`src/rtl/packet_loader_pkg.sv`:
```
// Shared types, field positions and the request/packet merge rule for the packet loader.
// No timing of its own; the merge function is purely combinational.
// No flow control lives here.
package packet_loader_pkg;

  localparam int PACKET_WIDTH         = 160;
  localparam int PACKET_REQUEST_WIDTH = 99;

  // Index of the last of the five memory words that make up one packet
  localparam logic [2:0] LAST_WORD = 3'd4;

  // Opmode values: select which unit receives the finished packet
  localparam logic [1:0] OPCODE_EI = 2'd0;
  localparam logic [1:0] OPCODE_FN = 2'd1;
  localparam logic [1:0] OPCODE_MA = 2'd2;

  // Destination options carried in the request
  localparam logic [2:0] DEST_OPTION_EXEC  = 3'd0;
  localparam logic [2:0] DEST_OPTION_ONE   = 3'd1;
  localparam logic [2:0] DEST_OPTION_LEFT  = 3'd2;
  localparam logic [2:0] DEST_OPTION_RIGHT = 3'd3;

  // Packet field positions
  localparam int PKT_OPMODE_HI = 159;
  localparam int PKT_OPMODE_LO = 158;
  localparam int PKT_COLOR_HI  = 143;
  localparam int PKT_COLOR_LO  = 128;
  localparam int PKT_DATA1_HI  = 127;
  localparam int PKT_DATA1_LO  = 96;
  localparam int PKT_DATA2_HI  = 95;
  localparam int PKT_DATA2_LO  = 64;

  // Request field positions
  localparam int REQ_DOPT_HI  = 98;
  localparam int REQ_DOPT_LO  = 96;
  localparam int REQ_DADDR_HI = 95;
  localparam int REQ_DADDR_LO = 80;
  localparam int REQ_COLOR_HI = 79;
  localparam int REQ_COLOR_LO = 64;
  localparam int REQ_DA_HI    = 63;
  localparam int REQ_DA_LO    = 32;
  localparam int REQ_DB_HI    = 31;
  localparam int REQ_DB_LO    = 0;

  typedef enum logic [1:0] {IDLE, ADDR, DATA, SEND} state_e;

  // Overlay the request's color and operands onto the packet image read from memory
  function automatic logic [PACKET_WIDTH-1:0] merge_packet(
    input logic [PACKET_WIDTH-1:0]         loaded,
    input logic [PACKET_REQUEST_WIDTH-1:0] req
  );
    logic [PACKET_WIDTH-1:0] pkt;
    logic [2:0]              opt;
    logic [31:0]             da;
    logic [31:0]             db;
    pkt = loaded;
    opt = req[REQ_DOPT_HI:REQ_DOPT_LO];
    da  = req[REQ_DA_HI:REQ_DA_LO];
    db  = req[REQ_DB_HI:REQ_DB_LO];
    pkt[PKT_COLOR_HI:PKT_COLOR_LO] = req[REQ_COLOR_HI:REQ_COLOR_LO];
    case (opt)
      DEST_OPTION_ONE, DEST_OPTION_LEFT: pkt[PKT_DATA1_HI:PKT_DATA1_LO] = da;
      DEST_OPTION_RIGHT:                 pkt[PKT_DATA2_HI:PKT_DATA2_LO] = da;
      DEST_OPTION_EXEC: begin
        pkt[PKT_DATA1_HI:PKT_DATA1_LO] = da;
        pkt[PKT_DATA2_HI:PKT_DATA2_LO] = db;
      end
      // Reserved codes 4-7 behave like EXEC
      default: begin
        pkt[PKT_DATA1_HI:PKT_DATA1_LO] = da;
        pkt[PKT_DATA2_HI:PKT_DATA2_LO] = db;
      end
    endcase
    return pkt;
  endfunction

endpackage

```
`src/rtl/packet_loader_merge.sv`:
```
// Combines the loaded packet image with the latched request.
// Zero latency (pure combinational).
// No flow control; the caller decides when the result is captured.
module packet_merge
  import packet_loader_pkg::*;
(
  input  logic [PACKET_WIDTH-1:0]         loaded_pkt,
  input  logic [PACKET_REQUEST_WIDTH-1:0] req,
  output logic [PACKET_WIDTH-1:0]         merged_pkt
);

  assign merged_pkt = merge_packet(loaded_pkt, req);

endmodule

```
`src/rtl/packet_loader.sv`:
```
// Accepts a packet request, reads five words from memory and routes the merged packet by opmode.
// Latency: five serial read round trips plus one cycle; all outputs are registered.
// One read outstanding at a time; no request accepted until the current packet leaves or is dropped.
module packet_loader
  import packet_loader_pkg::*;
(
  input  logic                            clk,
  input  logic                            rst_n,
  input  logic [31:0]                     opaddr,
  output logic                            mem_send_addr_valid,
  output logic [31:0]                     mem_send_addr,
  output logic                            mem_send_data_valid,
  output logic [31:0]                     mem_send_data,
  input  logic                            mem_send_ready,
  input  logic                            mem_receive_valid,
  input  logic [31:0]                     mem_receive_data,
  output logic                            mem_receive_ready,
  input  logic                            receive_pr_valid,
  input  logic [PACKET_REQUEST_WIDTH-1:0] receive_pr_data,
  output logic                            receive_pr_ready,
  output logic                            send_pc_to_qu_valid,
  output logic [PACKET_WIDTH-1:0]         send_pc_to_qu_data,
  input  logic                            send_pc_to_qu_ready,
  output logic                            send_pc_to_fe_valid,
  output logic [PACKET_WIDTH-1:0]         send_pc_to_fe_data,
  input  logic                            send_pc_to_fe_ready,
  output logic                            send_pc_to_ma_valid,
  output logic [PACKET_WIDTH-1:0]         send_pc_to_ma_data,
  input  logic                            send_pc_to_ma_ready
);

  state_e                          state;
  logic [2:0]                      k;
  logic [PACKET_REQUEST_WIDTH-1:0] req;
  logic [127:0]                    words;
  logic [PACKET_WIDTH-1:0]         out_pkt;
  logic [PACKET_WIDTH-1:0]         loaded;
  logic [PACKET_WIDTH-1:0]         merged;
  logic [1:0]                      merged_opmode;
  logic                            out_taken;

  // Byte address of word idx of the packet image, wrapping modulo 2^32
  function automatic logic [31:0] word_addr(input logic [31:0] base, input logic [15:0] daddr,
                                            input logic [2:0] idx);
    return base + {16'd0, daddr} + {27'd0, idx, 2'b00};
  endfunction

  // The block never writes memory
  assign mem_send_data_valid = 1'b0;
  assign mem_send_data       = 32'd0;

  // One packet register feeds all three ports; only the selected port's valid is raised
  assign send_pc_to_qu_data = out_pkt;
  assign send_pc_to_fe_data = out_pkt;
  assign send_pc_to_ma_data = out_pkt;

  // The fifth word is merged straight off the return bus so the packet is ready on its arrival
  assign loaded        = {words, mem_receive_data};
  assign merged_opmode = merged[PKT_OPMODE_HI:PKT_OPMODE_LO];
  assign out_taken     = (send_pc_to_qu_valid && send_pc_to_qu_ready) ||
                         (send_pc_to_fe_valid && send_pc_to_fe_ready) ||
                         (send_pc_to_ma_valid && send_pc_to_ma_ready);

  packet_merge u_merge (
    .loaded_pkt (loaded),
    .req        (req),
    .merged_pkt (merged)
  );

  // Load sequencer: request capture, five serial reads, then routing or discard
  always_ff @(posedge clk or negedge rst_n) begin
    if (!rst_n) begin
      state               <= IDLE;
      k                   <= 3'd0;
      req                 <= '0;
      words               <= '0;
      out_pkt             <= '0;
      mem_send_addr_valid <= 1'b0;
      mem_send_addr       <= 32'd0;
      mem_receive_ready   <= 1'b0;
      receive_pr_ready    <= 1'b0;
      send_pc_to_qu_valid <= 1'b0;
      send_pc_to_fe_valid <= 1'b0;
      send_pc_to_ma_valid <= 1'b0;
    end else begin
      case (state)
        IDLE: begin
          receive_pr_ready <= 1'b1;
          if (receive_pr_valid && receive_pr_ready) begin
            req                 <= receive_pr_data;
            k                   <= 3'd0;
            receive_pr_ready    <= 1'b0;
            mem_send_addr_valid <= 1'b1;
            mem_send_addr       <= word_addr(opaddr, receive_pr_data[REQ_DADDR_HI:REQ_DADDR_LO], 3'd0);
            state               <= ADDR;
          end
        end
        ADDR: begin
          if (mem_send_addr_valid && mem_send_ready) begin
            mem_send_addr_valid <= 1'b0;
            mem_receive_ready   <= 1'b1;
            state               <= DATA;
          end
        end
        DATA: begin
          if (mem_receive_valid && mem_receive_ready) begin
            mem_receive_ready <= 1'b0;
            if (k != LAST_WORD) begin
              case (k)
                3'd0:    words[127:96] <= mem_receive_data;
                3'd1:    words[95:64]  <= mem_receive_data;
                3'd2:    words[63:32]  <= mem_receive_data;
                default: words[31:0]   <= mem_receive_data;
              endcase
              k                   <= k + 3'd1;
              mem_send_addr_valid <= 1'b1;
              mem_send_addr       <= word_addr(opaddr, req[REQ_DADDR_HI:REQ_DADDR_LO], k + 3'd1);
              state               <= ADDR;
            end else begin
              out_pkt <= merged;
              case (merged_opmode)
                OPCODE_EI: send_pc_to_qu_valid <= 1'b1;
                OPCODE_FN: send_pc_to_fe_valid <= 1'b1;
                OPCODE_MA: send_pc_to_ma_valid <= 1'b1;
                default:   ;
              endcase
              // Opmode 3 has no destination: drop the packet and reopen for requests
              if (merged_opmode == 2'd3) begin
                receive_pr_ready <= 1'b1;
                state            <= IDLE;
              end else begin
                state <= SEND;
              end
            end
          end
        end
        SEND: begin
          if (out_taken) begin
            send_pc_to_qu_valid <= 1'b0;
            send_pc_to_fe_valid <= 1'b0;
            send_pc_to_ma_valid <= 1'b0;
            receive_pr_ready    <= 1'b1;
            state               <= IDLE;
          end
        end
        default: state <= IDLE;
      endcase
    end
  end

endmodule

```
`config.mk`:
```
export PLATFORM = sky130hd
export DESIGN_NAME = packet_loader
export DESIGN_NICKNAME = d
export VERILOG_FILES = /design/src/rtl/packet_loader_pkg.sv /design/src/rtl/packet_loader_merge.sv /design/src/rtl/packet_loader.sv
export SDC_FILE = /design/constraint.sdc
export NUM_CORES = 1
export LEC_CHECK = 0
export ABC_AREA = 1
export CAP_MARGIN = 10
export CORE_AREA = 2 2 279 281
export CTS_CLUSTER_DIAMETER = 200
export DETAILED_ROUTE_END_ITERATION = 10
export DIE_AREA = 0 0 281 283
export SYNTH_ARGS = -nofsm -noshare
export SYNTH_HDL_FRONTEND = slang
export SYNTH_HIERARCHICAL = 1
export SYNTH_SLANG_ARGS = --single-unit
```
`constraint.sdc`:
```
create_clock -name clk -period 7.61 [get_ports clk]
set_input_delay 1.9025 -clock clk [delete_from_list [all_inputs] [get_ports clk]]
set_output_delay 1.9025 -clock clk [all_outputs]
set_load 0.01 [all_outputs]
```
---- Yosys cells after proc, flatten, opt, wreduce, memory -nomap -nowiden ----
Cells that the tools add are included.
W data, S select, Z words.
word-level totals
  output and inout bits ................... 551
  input port bits ......................... 171
  word-level logic and storage cells ...... 119
  register bits ........................... 430
cells by class
  bitwise gates (word level) .............. 2
  reductions and logical operators ........ 32
  $add $sub $neg .......................... 4
  equality and inequality tests ........... 22
  muxes and demuxes ....................... 44
operator list
  operator              count
  $mux W32              4
  $pmux W32 S2          2
  $add A32 B16 Y32      2
  $add A32 B5 Y32       1
  $reduce_and A5 Y1     5
  $reduce_and A4 Y1     6
  $mux W1               21
  $ne A2 B2 Y1 const B  7
  $mux W2               6
  $eq A3 B2 Y1 const B  3
  $mux W3               3
  $eq A2 B2 Y1 const B  4
  $pmux W1 S2           4
  $pmux W2 S4           1
  $eq A3 B1 Y1 const B  2
  $logic_and A1 B1 Y1   6
  $ne A2 B1 Y1 const B  3
  $pmux W1 S3           2
  $pmux W3 S2           1
  $reduce_and A3 Y1     2
  $reduce_bool A2 Y1    3
  $reduce_bool A3 Y1    2
  $eq A2 B1 Y1 const B  2
  $logic_not A2 Y1      2
  other kinds (8)       10

---- Depth between registers and ports, before layout ----
Gate-level depths: netlist (run 1).
  word-level depth ........................ 5
  mapped depth ............................ 18
  gate-level depth less buffers ........... 18

---- Cells and area by module ----
Netlist (run 1), hierarchy kept.
modules (own cells, without submodules)
  module         times used  seq. area each (um^2)  area each (um^2)  cells an instance
  packet_loader  1           10760.3                22173.8           2474
  packet_merge   1           0.0                    1851.8            350

---- Worst setup path before layout (run 1) ----
No wires, ideal clock.
  path type ............................... input to register
  start ................................... in opaddr[3]
  end ..................................... reg mem_send_addr[16]
  data arrival time ....................... 3.751 ns
  data required time ...................... 7.494 ns
  cell stages on the path ................. 12
  path slack .............................. 3.742 ns
  library setup time ...................... 0.116 ns
  path buffers ............................ 0
  cells stage by stage .................... fa_1 ha_1 or2_2 nand3_1 nand2_1 nand2_1 nand2_1 or2_2 nand3_1 nand2_1 nand2_1 nand2_1
between the ends
  word-level cells in the longest chain between the ends .. 5
  elaborated cells on any way between the ends .. 7
  classes of those cells .................. 3 x add/sub; 4 x mux
RTL lines
  what                    RTL line              source
  start: declaration      packet_loader.sv:9    input logic [31:0] opaddr,
  $add A32 B16 Y32        packet_loader.sv:45   return base + {16'd0, daddr} + {27'd0, idx, 2'b00};
  $add A32 B5 Y32         packet_loader.sv:45
  $mux W32                packet_loader.sv:108  if (k != LAST_WORD) begin
  $mux W32                packet_loader.sv:106  if (mem_receive_valid && mem_receive_ready) begin
  $pmux W32 S2 *          packet_loader.sv:86   case (state)
  end signal: assignment  packet_loader.sv:94   mem_send_addr <= word_addr(opaddr, receive_pr_data[REQ_DADDR_HI:REQ_DADDR_LO], 3'd0);
  end signal: assignment  packet_loader.sv:117  mem_send_addr <= word_addr(opaddr, req[REQ_DADDR_HI:REQ_DADDR_LO], k + 3'd1);
  end: declaration        packet_loader.sv:11   output logic [31:0] mem_send_addr,
Mark *: on every way between the ends. The rest lies on a longest branch, timed or not. The select of a mux whose other input is x is not followed.
A chain may end at the register's enable or synchronous reset.

---- Final worst setup path (run 1) ----
  start ................................... in opaddr[2]
  end ..................................... reg mem_send_addr[29]
Same word-level chain as after synthesis.

==> flow_summary.rst, run 1 <==
.. list-table::
   :header-rows: 1

   * - Metric
     - Value
   * - Post-route antenna net violation count
     - 0
   * - Cell area after synthesis
     - 23500 µm²
   * - Synthesized instance count
     - 2774
   * - Data arrival at the endpoint of the critical path
     - 4620 ps
   * - Final net count
     - 3241
   * - Metal-1 WL
     - 33700 µm
   * - Number of sinks driven by the clock tree
     - 414
   * - Critical Path Fanout Max
     - 5
   * - CTS tree
     - yes
   * - Average footprint of a synthesized cell
     - 8.46 µm²
   * - Master cell of the clock root buffer
     - clkbuf_16
   * - Relative slew margins
     - 0.343
   * - Post-Route WL
     - 77500 µm
   * - Area added between synthesis and finish
     - 26.6%
   * - Share of final-layout standard cells stronger than drive strength 1
     - 0.0698
   * - Minimum setup slack after placement
     - 2950 ps
   * - Clock-pin transition on the worst setup and hold timing paths
     - 60 ps
   * - Worst-Margin Slew
     - 985 ps
   * - Total gr overflow
     - 0
   * - Floorplan die area
     - 79500 µm²
   * - Data required, critical path
     - 8100 ps
   * - Count of standard-cell rows
     - 102
   * - Class of the most critical setup path
     - in -> reg
   * - Core ar.
     - 76700 µm²
   * - Hold/Removal Path Class
     - reg -> reg
   * - Effective utilization at floorplan
     - 0.306
   * - Routed length on met2
     - 36500 µm
   * - Later-pin clock latency in the skew report
     - 610 ps
   * - Top sig layer
     - met5
   * - Max cap viols
     - 0
   * - Number of pins with negative max-slew slack in the final report
     - 0
   * - Flop2flop setup slack
     - 4590 ps
   * - CP endpoint kind
     - flip-flop
   * - Setup repair after global routing missed its margin
     - no
   * - Global-route wire length before repair
     - 116000 µm
   * - Worst Clk Skew
     - 22.8 ps
   * - Number of hold-repair buffers added at the cts stage
     - 0
   * - Horizontal extent of the die
     - 281 µm
   * - Total power density per cell area
     - 164 nW/µm²
   * - Number of buffers added by the clock tree synthesis step
     - 47
   * - Startpoint type of the worst setup path
     - input port
   * - Via density per instance
     - 4.53
   * - Final clock period utilization by the worst path
     - 0.542
   * - Routability congestion estimate from global placement
     - 0.898
   * - Worst-case vdd ir drop
     - 0.000175 V
   * - Gates resized, CTS repair
     - 0
   * - Initial DRT Pass Iterations
     - 5
   * - Pin count of the biggest net entering global routing
     - 138
   * - Result of the run
     - completed
   * - Total number of H-tree levels
     - 2
   * - Ports
     - 722
   * - Total track usage
     - 0.190
   * - Overall power consumption
     - 4.86 mW
   * - Max Root-Sink Buffers
     - 3
   * - Routed wire per std cell
     - 18.9 µm
   * - Vias
     - 18500
   * - DRT iter0 DRCs
     - 1309
   * - Wire length on met3
     - 5110 µm
   * - IO buf count
     - 688
   * - DRC
     - 0
   * - Final hold violation count
     - 0
   * - Via count of the first global-routing pass
     - 18100
   * - Setup_tns
     - 0 ps
   * - Synth warn
     - 6
   * - Number of antenna violations at the first check in global routing
     - 10
   * - Cell leakage power
     - 14.6 nW
   * - Die H
     - 283 µm
   * - Setup slack after layout
     - 3480 ps
   * - Detailed placement HPWL
     - 56300 µm
   * - Final period demand of the worst path
     - 4130 ps
   * - Final number of setup-violating endpoints
     - 0
   * - Post-CTS setup buffer count
     - 0
   * - Fmax
     - 242 MHz
[critical path: stages]
cell and delay, ps:
clkdlybuf4s50_1 510, fa_1 610, inv_1 70, fa_1 440, o21bai_1 380, nand3_1 240, nand3_1 170, nand2_1 70
nand2_1 70, nand2_1 40, nand3_1 60, nand2_1 60
[cell usage in the layout, fill, tap and decap left out, types with 3 or more instances in the layout]
cell	count
and2_1	4
nor3_1	8
diode_2	4
buf_4	15
ha_1	49
nor2_1	87
o21ai_1	4
clkbuf_16	47
nand2_1	944
nand3_1	107
fa_1	5
a31oi_1	7
mux2_4	6
xor2_1	9
dfrtp_1	414
o21ai_0	140
nand4_1	44
clkinv_2	11
mux2_2	82
inv_1	171
or2_2	8
conb_1	33
mux2_1	70
nor2_2	3
clkdlybuf4s50_1	687
nand3b_1	14
buf_12	3
a21oi_1	28
inv_2	3
nor2_4	3
clkbuf_8	13
clkbuf_1	5
[layer usage]
metal / track usage / vias up
met3: 0.0403 / 120
li1: - / 8810
met5: 0 / -
met1: 0.248 / 8930
met4: 0.0531 / 6
met2: 0.317 / 669
[power breakdown]
group          switching (mW)  total, mW  internal [mW]
clock network            1.01       2.36           1.34
registers                   0       2.20           2.20
logic                   0.182      0.304          0.122
total                    1.20       4.86           3.67
[sequential cells by signal (all words and copies together), names as in the netlist]
| signal | flops |
|---|---|
| k | 3 |
| send_pc_to_ma_valid | 1 |
| mem_send_addr_valid | 1 |
| receive_pr_ready | 1 |
| words | 112 |
| mem_receive_ready | 1 |
| mem_send_addr | 32 |
| send_pc_to_qu_valid | 1 |
| send_pc_to_fe_data | 160 |
| req | 99 |
| state | 2 |
| send_pc_to_fe_valid | 1 |
[final cells by class]
class                           count  area, µm²
Clock buffer                       65       1370
Sequential cell                   414      10400
Multi-Input combinational cell   1671       8720
Fill cell                        7824      47000
Tap cell                         1040       1300
Inverter                          176        666
Timing Repair Buffer              706       7060
Clock inverter                     20        228
Antenna cell                        4       10.0
[path summary, 6_finish.rpt]
kind / from / endpoint / depth (start not counted)
setup / recovery: opaddr[2] / mem_send_addr[29] / 12
min in group asynchronous: rst_n / send_pc_to_fe_data[23] / 1
hold reg to reg: req[69] / req[69] / 2
hold / removal: req[69] / req[69] / 2
max in group asynchronous: rst_n / send_pc_to_fe_data[140] / 2
setup reg to reg: k[0] / mem_send_addr[29] / 13
[through the flow]
stage          hold WS (ps)  cells  instance area, µm²  utilization
5_1_grt                 493   4093               29700        0.387
3_3_place_gp            449   4007               28100        0.366
4_1_cts                 469   4092               29700        0.387
3_5_place_dp            454   4007               28100        0.366
6_report                465   4096               29700        0.387
2_1_floorplan           442   2806               23600            -
(Power assumes the default switching activity.)
==> inputs of run 2 (changes only) <==
==> constraint.sdc (replaced) <==
create_clock -name clk -period 3.79 [get_ports clk]
set_input_delay 0.9475 -clock clk [delete_from_list [all_inputs] [get_ports clk]]
set_output_delay 0.9475 -clock clk [all_outputs]
set_load 0.01 [all_outputs]
==> run 2 against run 1 <==
Net effect:
- count of clock-buffer cells in the layout is 2 lower
- critical path depth is 1 higher
- utilization is 0.44 points higher
- cell count is 0.68% higher
- routed wire length is 0.92% lower
- final area is 1.1% higher
- via count is 0.31% lower
- setup slack worse by 2700 ps
- global-route usage is 0.16 points lower
- combinational power is 100% higher
- critical endpoint is now mem_send_addr[25]
- largest power group unchanged
- highest routed layer unchanged
==> flow_summary.rst, run 2 (synthesis gave the netlist of run 1 again) <==
.. list-table::
   :header-rows: 1

   * - Metric
     - Value
   * - Result of the run
     - completed
   * - Highest-count cells in the layout ignoring fill and taps
     - 944 x nand2_1, 687 x clkdlybuf4s50_1, 414 x dfrtp_1, 171 x inv_1, 140 x o21ai_0
   * - Clock-pin transition on the worst setup and hold timing paths
     - 60 ps (about the same)
   * - Data arrival at the endpoint of the critical path
     - 3490 ps (-1130 ps)
   * - Effective utilization at floorplan
     - 0.306 (unchanged)
   * - Global-route wire length before repair
     - 115000 µm (-0.94%)
   * - Post-Route WL
     - 76800 µm (-0.92%)
   * - Via density per instance
     - 4.48 (-0.99%)
   * - Total number of H-tree levels
     - 2 (unchanged)
   * - Detailed placement HPWL
     - 57200 µm (+1.6%)
   * - Max cap viols
     - 0 (unchanged)
   * - Setup repair after global routing missed its margin
     - no
   * - CTS tree
     - yes
   * - Data required, critical path
     - 4270 ps (-3830 ps)
   * - Core ar.
     - 76700 µm² (unchanged)
   * - Hold/Removal Path Class
     - in -> async
   * - Routed wire per std cell
     - 18.6 µm (-1.6%)
   * - Utilization after layout
     - 0.392 (+0.00442)
   * - Final period demand of the worst path
     - 3010 ps
   * - Share of final-layout standard cells stronger than drive strength 1
     - 0.0766 (+0.00683)
   * - Path depth of the worst reg2reg path
     - 14 (+1)
   * - Pin count of the biggest net entering global routing
     - 100 (-28%)
   * - Number of buffers added by the clock tree synthesis step
     - 48 (+2.1%)
   * - DRT iter0 DRCs
     - 1285 (-1.8%)
   * - Fmax
     - 332 MHz
   * - Horizontal extent of the die
     - 281 µm (unchanged)
   * - Critical Path Fanout Max
     - 5 (unchanged)
   * - Most frequent standard cell in the layout excluding fill and tap cells
     - nand2_1
   * - Routability congestion estimate from global placement
     - 0.877 (-2.3%)
   * - Count of standard-cell rows
     - 102 (unchanged)
   * - Number of antenna violations at the first check in global routing
     - 7 (-3)
   * - Master cell of the clock root buffer
     - clkbuf_16
   * - IO buf count
     - 688 (unchanged)
   * - Later-pin clock latency in the skew report
     - 610 ps (about the same)
   * - Number of flip-flops in the largest register
     - 160 (unchanged)
   * - Via count of the first global-routing pass
     - 18000 (-0.67%)
   * - Class of the most critical setup path
     - in -> reg
   * - Total power density per cell area
     - 328 nW/µm² (+100%)
   * - CP endpoint kind
     - flip-flop
   * - Final net count
     - 3267 (+0.80%)
   * - Initial DRT Pass Iterations
     - 6 (+1)
   * - Relative slew margins
     - 0.374 (+0.0307)
   * - Number of hold-repair buffers added at the cts stage
     - 0 (unchanged)
   * - Final number of setup-violating endpoints
     - 0 (unchanged)
   * - Total gr overflow
     - 0 (unchanged)
   * - Vias
     - 18500 (-0.31%)
   * - Post-route antenna net violation count
     - 0 (unchanged)
   * - Cell leakage power
     - 14.7 nW (+1.1%)
   * - Number of sinks driven by the clock tree
     - 414 (unchanged)
   * - Worst Clk Skew
     - 21.5 ps (-1.36 ps)
   * - Gates resized, CTS repair
     - 0 (unchanged)
   * - Minimum setup slack after placement
     - 220 ps (-2730 ps)
   * - Die H
     - 283 µm (unchanged)
   * - Post-CTS setup buffer count
     - 0 (unchanged)
   * - Setup slack after layout
     - 777 ps (-2710 ps)
   * - Area added between synthesis and finish
     - 28.0%
   * - Ports
     - 722 (unchanged)
   * - Worst-case vdd ir drop
     - 0.000320 V (+83%)
   * - Setup_tns
     - 0 ps (unchanged)
   * - DRC
     - 0 (unchanged)
   * - Startpoint type of the worst setup path
     - input port
   * - Final clock period utilization by the worst path
     - 0.795
   * - Final hold violation count
     - 0 (unchanged)
   * - Floorplan die area
     - 79500 µm² (unchanged)
   * - Worst-Margin Slew
     - 938 ps (-47.1 ps)
   * - Number of pins with negative max-slew slack in the final report
     - 0 (unchanged)
   * - Max Root-Sink Buffers
     - 3 (unchanged)
   * - Total track usage
     - 0.189 (-0.00158)
-- run 2: cell count changes in the layout (fill, tap and decap cells not counted), sizes merged --
cell,change
buf,+25
bufinv,+3
clkinvlp,+3
clkbuf,-2
inv,-2
clkinv,+1
-- run 2: power by group --
part | internal [mW] | switching (mW)
Sequential | 4.42 | 0
Combinational | 0.255 | 0.362
Clock | 2.81 | 2.03
-- run 2: final cells by class --
class                   count  area [µm²]
multi-input cells        1671        8720
well taps                1040        1300
clock buffers              63        1310
inverters                 176         666
fillers                  7677       46600
clock inverters            25         345
repair buffers            731        7350
flip-flops and latches    414       10400
diodes                      4        10.0
-- run 2: worst paths after layout --
kind | start | to | slack [ps]
hold reg to reg | req[70] | req[70] | 460
setup / recovery | opaddr[2] | mem_send_addr[25] | 780
setup reg to reg | k[0] | mem_send_addr[16] | 790
max in group asynchronous | rst_n | req[86] | 2540
hold / removal | rst_n | send_pc_to_fe_data[56] | 340
min in group clk | req[70] | req[70] | 460
-- run 2: worst max-delay path, stage by stage --
cell	delay, ps
clkdlybuf4s50_1	510
fa_1	600
inv_1	70
fa_1	440
o21bai_1	150
buf_4	160
nand2_1	50
nand2_1	100
nand2_1	70
nand2_1	130
nand4_1	110
nand3_1	90
nand2_1	50
-- run 2: stage by stage --
step / power [mW] / hold slack, ps / area [µm²] / std cells
floorplan: 4.76 / 442 / 23600 / 2806
global placement: 5.12 / 449 / 28400 / 4032
detailed placement: 5.13 / 453 / 28400 / 4032
CTS: 10.0 / 327 / 30100 / 4120
global route: 10.2 / 354 / 30100 / 4123
finish: 9.87 / 339 / 30100 / 4124
-- run 2: per-layer routing --
layer  GRT usage  up-vias  share of wire
li1            -     8861              -
met1       0.250     8807           0.44
met2       0.307      688           0.46
met3      0.0366      117          0.067
met4      0.0662        4          0.032
met5           0        -        0.00027
==> inputs of run 3 (changes only) <==
==> constraint.sdc (replaced) <==
create_clock -name clk -period 2.6 [get_ports clk]
set_input_delay 0.65 -clock clk [delete_from_list [all_inputs] [get_ports clk]]
set_output_delay 0.65 -clock clk [all_outputs]
set_load 0.01 [all_outputs]
==> run 3 against run 2 <==
Net effect:
- combinational power grew 72%
- the run now ends with negative setup slack left
- critical path type is now reg -> reg
- first-iteration DRC count down 5.7%
- die area unchanged
==> flow_summary.rst, run 3 (synthesis gave the netlist of run 1 again) <==
.. list-table::
   :header-rows: 1

   * - Metric
     - Value
   * - Result of the run
     - finished, violations left
   * - Violations in the final reports
     - negative setup slack
   * - Vias
     - 19100 (+3.1%)
   * - Number of sinks driven by the clock tree
     - 414 (unchanged)
   * - Footprint of the multi-input gates
     - 8950 µm² (+2.7%)
   * - Data arrival at the endpoint of the critical path
     - 3170 ps (-320 ps)
   * - Worst-case vdd ir drop
     - 0.000478 V (+49%)
   * - Total gr overflow
     - 0 (unchanged)
   * - Critical Path Fanout Max
     - 5 (unchanged)
   * - CP endpoint kind
     - flip-flop
   * - DRT iter0 DRCs
     - 1212 (-5.7%)
   * - Cell area after placement
     - 29600 µm² (+4.4%)
   * - Detailed placement HPWL
     - 60100 µm (+5.2%)
   * - Number of pins with negative max-slew slack in the final report
     - 0 (unchanged)
   * - Final clock period utilization by the worst path
     - 1.03
   * - DP Cell Count
     - 4166 (+3.3%)
   * - Total number of H-tree levels
     - 2 (unchanged)
   * - Later-pin clock latency in the skew report
     - 600 ps (about the same)
   * - Via count of the first global-routing pass
     - 18600 (+3.4%)
   * - Finished layout cell area
     - 31600 µm² (+5.1%)
   * - Total track usage
     - 0.196 (+0.00696)
   * - Global-route wire length before repair
     - 118000 µm (+2.9%)
   * - Effective utilization at floorplan
     - 0.306 (unchanged)
   * - Floorplan die area
     - 79500 µm² (unchanged)
   * - Relative slew margins
     - 0.455 (+0.0807)
   * - Max Root-Sink Buffers
     - 3 (unchanged)
   * - DRC
     - 0 (unchanged)
   * - Count of standard-cell rows
     - 102 (unchanged)
   * - Final cell count without fillers
     - 4262 (+3.3%)
   * - Number of buffers added by the clock tree synthesis step
     - 48 (unchanged)
   * - Number of antenna violations at the first check in global routing
     - 3 (-4)
   * - Worst-Margin Slew
     - 818 ps (-120 ps)
   * - Flop2flop setup slack
     - -80 ps (-870 ps)
   * - Clock-pin transition on the worst setup and hold timing paths
     - 60 ps (about the same)
   * - Final period demand of the worst path
     - 2680 ps
   * - Area added between synthesis and finish
     - 34.6%
   * - Highest-count cells in the layout ignoring fill and taps
     - 927 x nand2_1, 684 x clkdlybuf4s50_1, 413 x dfrtp_1, 168 x inv_1, 149 x buf_4
   * - Cell leakage power
     - 15.6 nW (+5.9%)
   * - Final net count
     - 3405 (+4.2%)
   * - Startpoint type of the worst setup path
     - flip-flop
   * - Class of the most critical setup path
     - reg -> reg
   * - Max cap viols
     - 0 (unchanged)
   * - Setup_tns
     - -786 ps (-786 ps)
   * - Pin count of the biggest net entering global routing
     - 66 (-34%)
   * - Via density per instance
     - 4.47 (-0.22%)
   * - Setup slack after layout
     - -81.1 ps (-858 ps)
   * - Number of filler cells placed in the layout
     - 7617 (-0.78%)
   * - Post-route antenna net violation count
     - 0 (unchanged)
   * - Master cell of the clock root buffer
     - clkbuf_16
   * - IO buf count
     - 688 (unchanged)
   * - Number of flip-flops in the largest register
     - 160 (unchanged)
   * - Total power density per cell area
     - 465 nW/µm² (+42%)
   * - Final number of setup-violating endpoints
     - 18 (+18)
   * - Setup repair after global routing missed its margin
     - yes
   * - Horizontal extent of the die
     - 281 µm (unchanged)
   * - FF+latch area
     - 10400 µm² (about the same)
   * - CTS tree
     - yes
   * - Post-Route WL
     - 79400 µm (+3.5%)
   * - Overall power consumption
     - 14.7 mW (+49%)
   * - Die H
     - 283 µm (unchanged)
   * - Data required, critical path
     - 3090 ps (-1180 ps)
   * - Final hold violation count
     - 0 (unchanged)
   * - Ports
     - 722 (unchanged)
   * - Routability congestion estimate from global placement
     - 0.910 (+3.7%)
   * - Most frequent standard cell in the layout excluding fill and tap cells
     - nand2_1
   * - Core ar.
     - 76700 µm² (unchanged)
   * - Worst Clk Skew
     - 23.5 ps (+2.03 ps)
   * - Share of final-layout standard cells stronger than drive strength 1
     - 0.131 (+0.0541)
   * - Routed wire per std cell
     - 18.6 µm (+0.14%)
   * - Fmax
     - 373 MHz
   * - Initial DRT Pass Iterations
     - 7 (+1)
   * - Hold/Removal Path Class
     - reg -> reg
==> run 3: cell count changes in the layout (fill, tap and decap cells not counted), sizes merged <==
cell           delta
clkinvlp          -3
dlygate4sd3       +1
buf             +137
diode             -2
clkinv            -1
inv               +1
dlymetal6s2s      +1
dlygate4sd2       +2
clkbuf            +5
clkdlybuf4s50     -3
==> run 3: worst paths after layout <==
check                           depth (start not counted)           endpoint     from
min in group asynchronous                               2            req[26]    rst_n
worst min-delay path                                    2            req[66]  req[66]
worst max register to register                         13  mem_send_addr[20]     k[0]
worst min register to register                          2            req[66]  req[66]
max in group asynchronous                               3           words[7]    rst_n
worst max-delay path                                   13  mem_send_addr[20]     k[0]
==> run 3: area by class of cell <==
type / count / share of cell area
Sequential cell: 414 / 0.328
Multi-Input combinational cell: 1671 / 0.283
Timing Repair Buffer: 869 / 0.272
Clock buffer: 68 / 0.0439
Tap cell: 1040 / 0.0412
Inverter: 176 / 0.0213
Clock inverter: 22 / 0.00990
Antenna cell: 2 / 0.000158
==> run 3: through the flow <==
stage	utilization	hold WS [ps]	setup slack, ps
final	0.412	463	-81.1
after global routing	0.412	483	-251
after CTS	0.411	466	-56.4
after detailed placement	0.386	451	-763
after global placement	0.386	448	-725
after floorplan	-	354	15.4
==> run 3: critical path, cell delays in order, from the launching register on <==
cell and delay [ps]:
dfrtp_1 410, buf_6 140, inv_6 60, ha_4 210, fa_1 550, ha_4 230
or2_4 260, and2_4 150, nand3b_1 130, nand3_2 140, nand2_2 90, nand3b_1 80
nand3_1 70, nand2_1 50
==> run 3: where the power goes <==
group          leakage, nW  total [mW]  switching (mW)  internal, mW
Combinational         9.00        1.06           0.581         0.481
Sequential            5.75        6.44               0          6.44
Clock                0.830        7.19            2.93          4.25
Total                 15.6        14.7            3.51          11.2
==> run 3: per-layer routing <==
metal	up-vias	global-route usage	share of wire	wire, µm
li1	9144	-	-	-
met4	2	0.0588	0.029	2320
met2	658	0.328	0.47	37600
met5	-	0	0.00016	13
met1	9141	0.258	0.44	35000
met3	108	0.0317	0.057	4510
==> run 3: what timing repair did <==
| item | 4_1_cts | 5_1_grt |
|---|---|---|
| setup buffers | 3 | 1 |
| pin swaps | 21 | 10 |
| endpoints found under the setup margin | 30 | 29 |
| resized for setup | 37 | 24 |
| hold buffers | 1 | 0 |
| hold endpoints to repair | 29 | 0 |
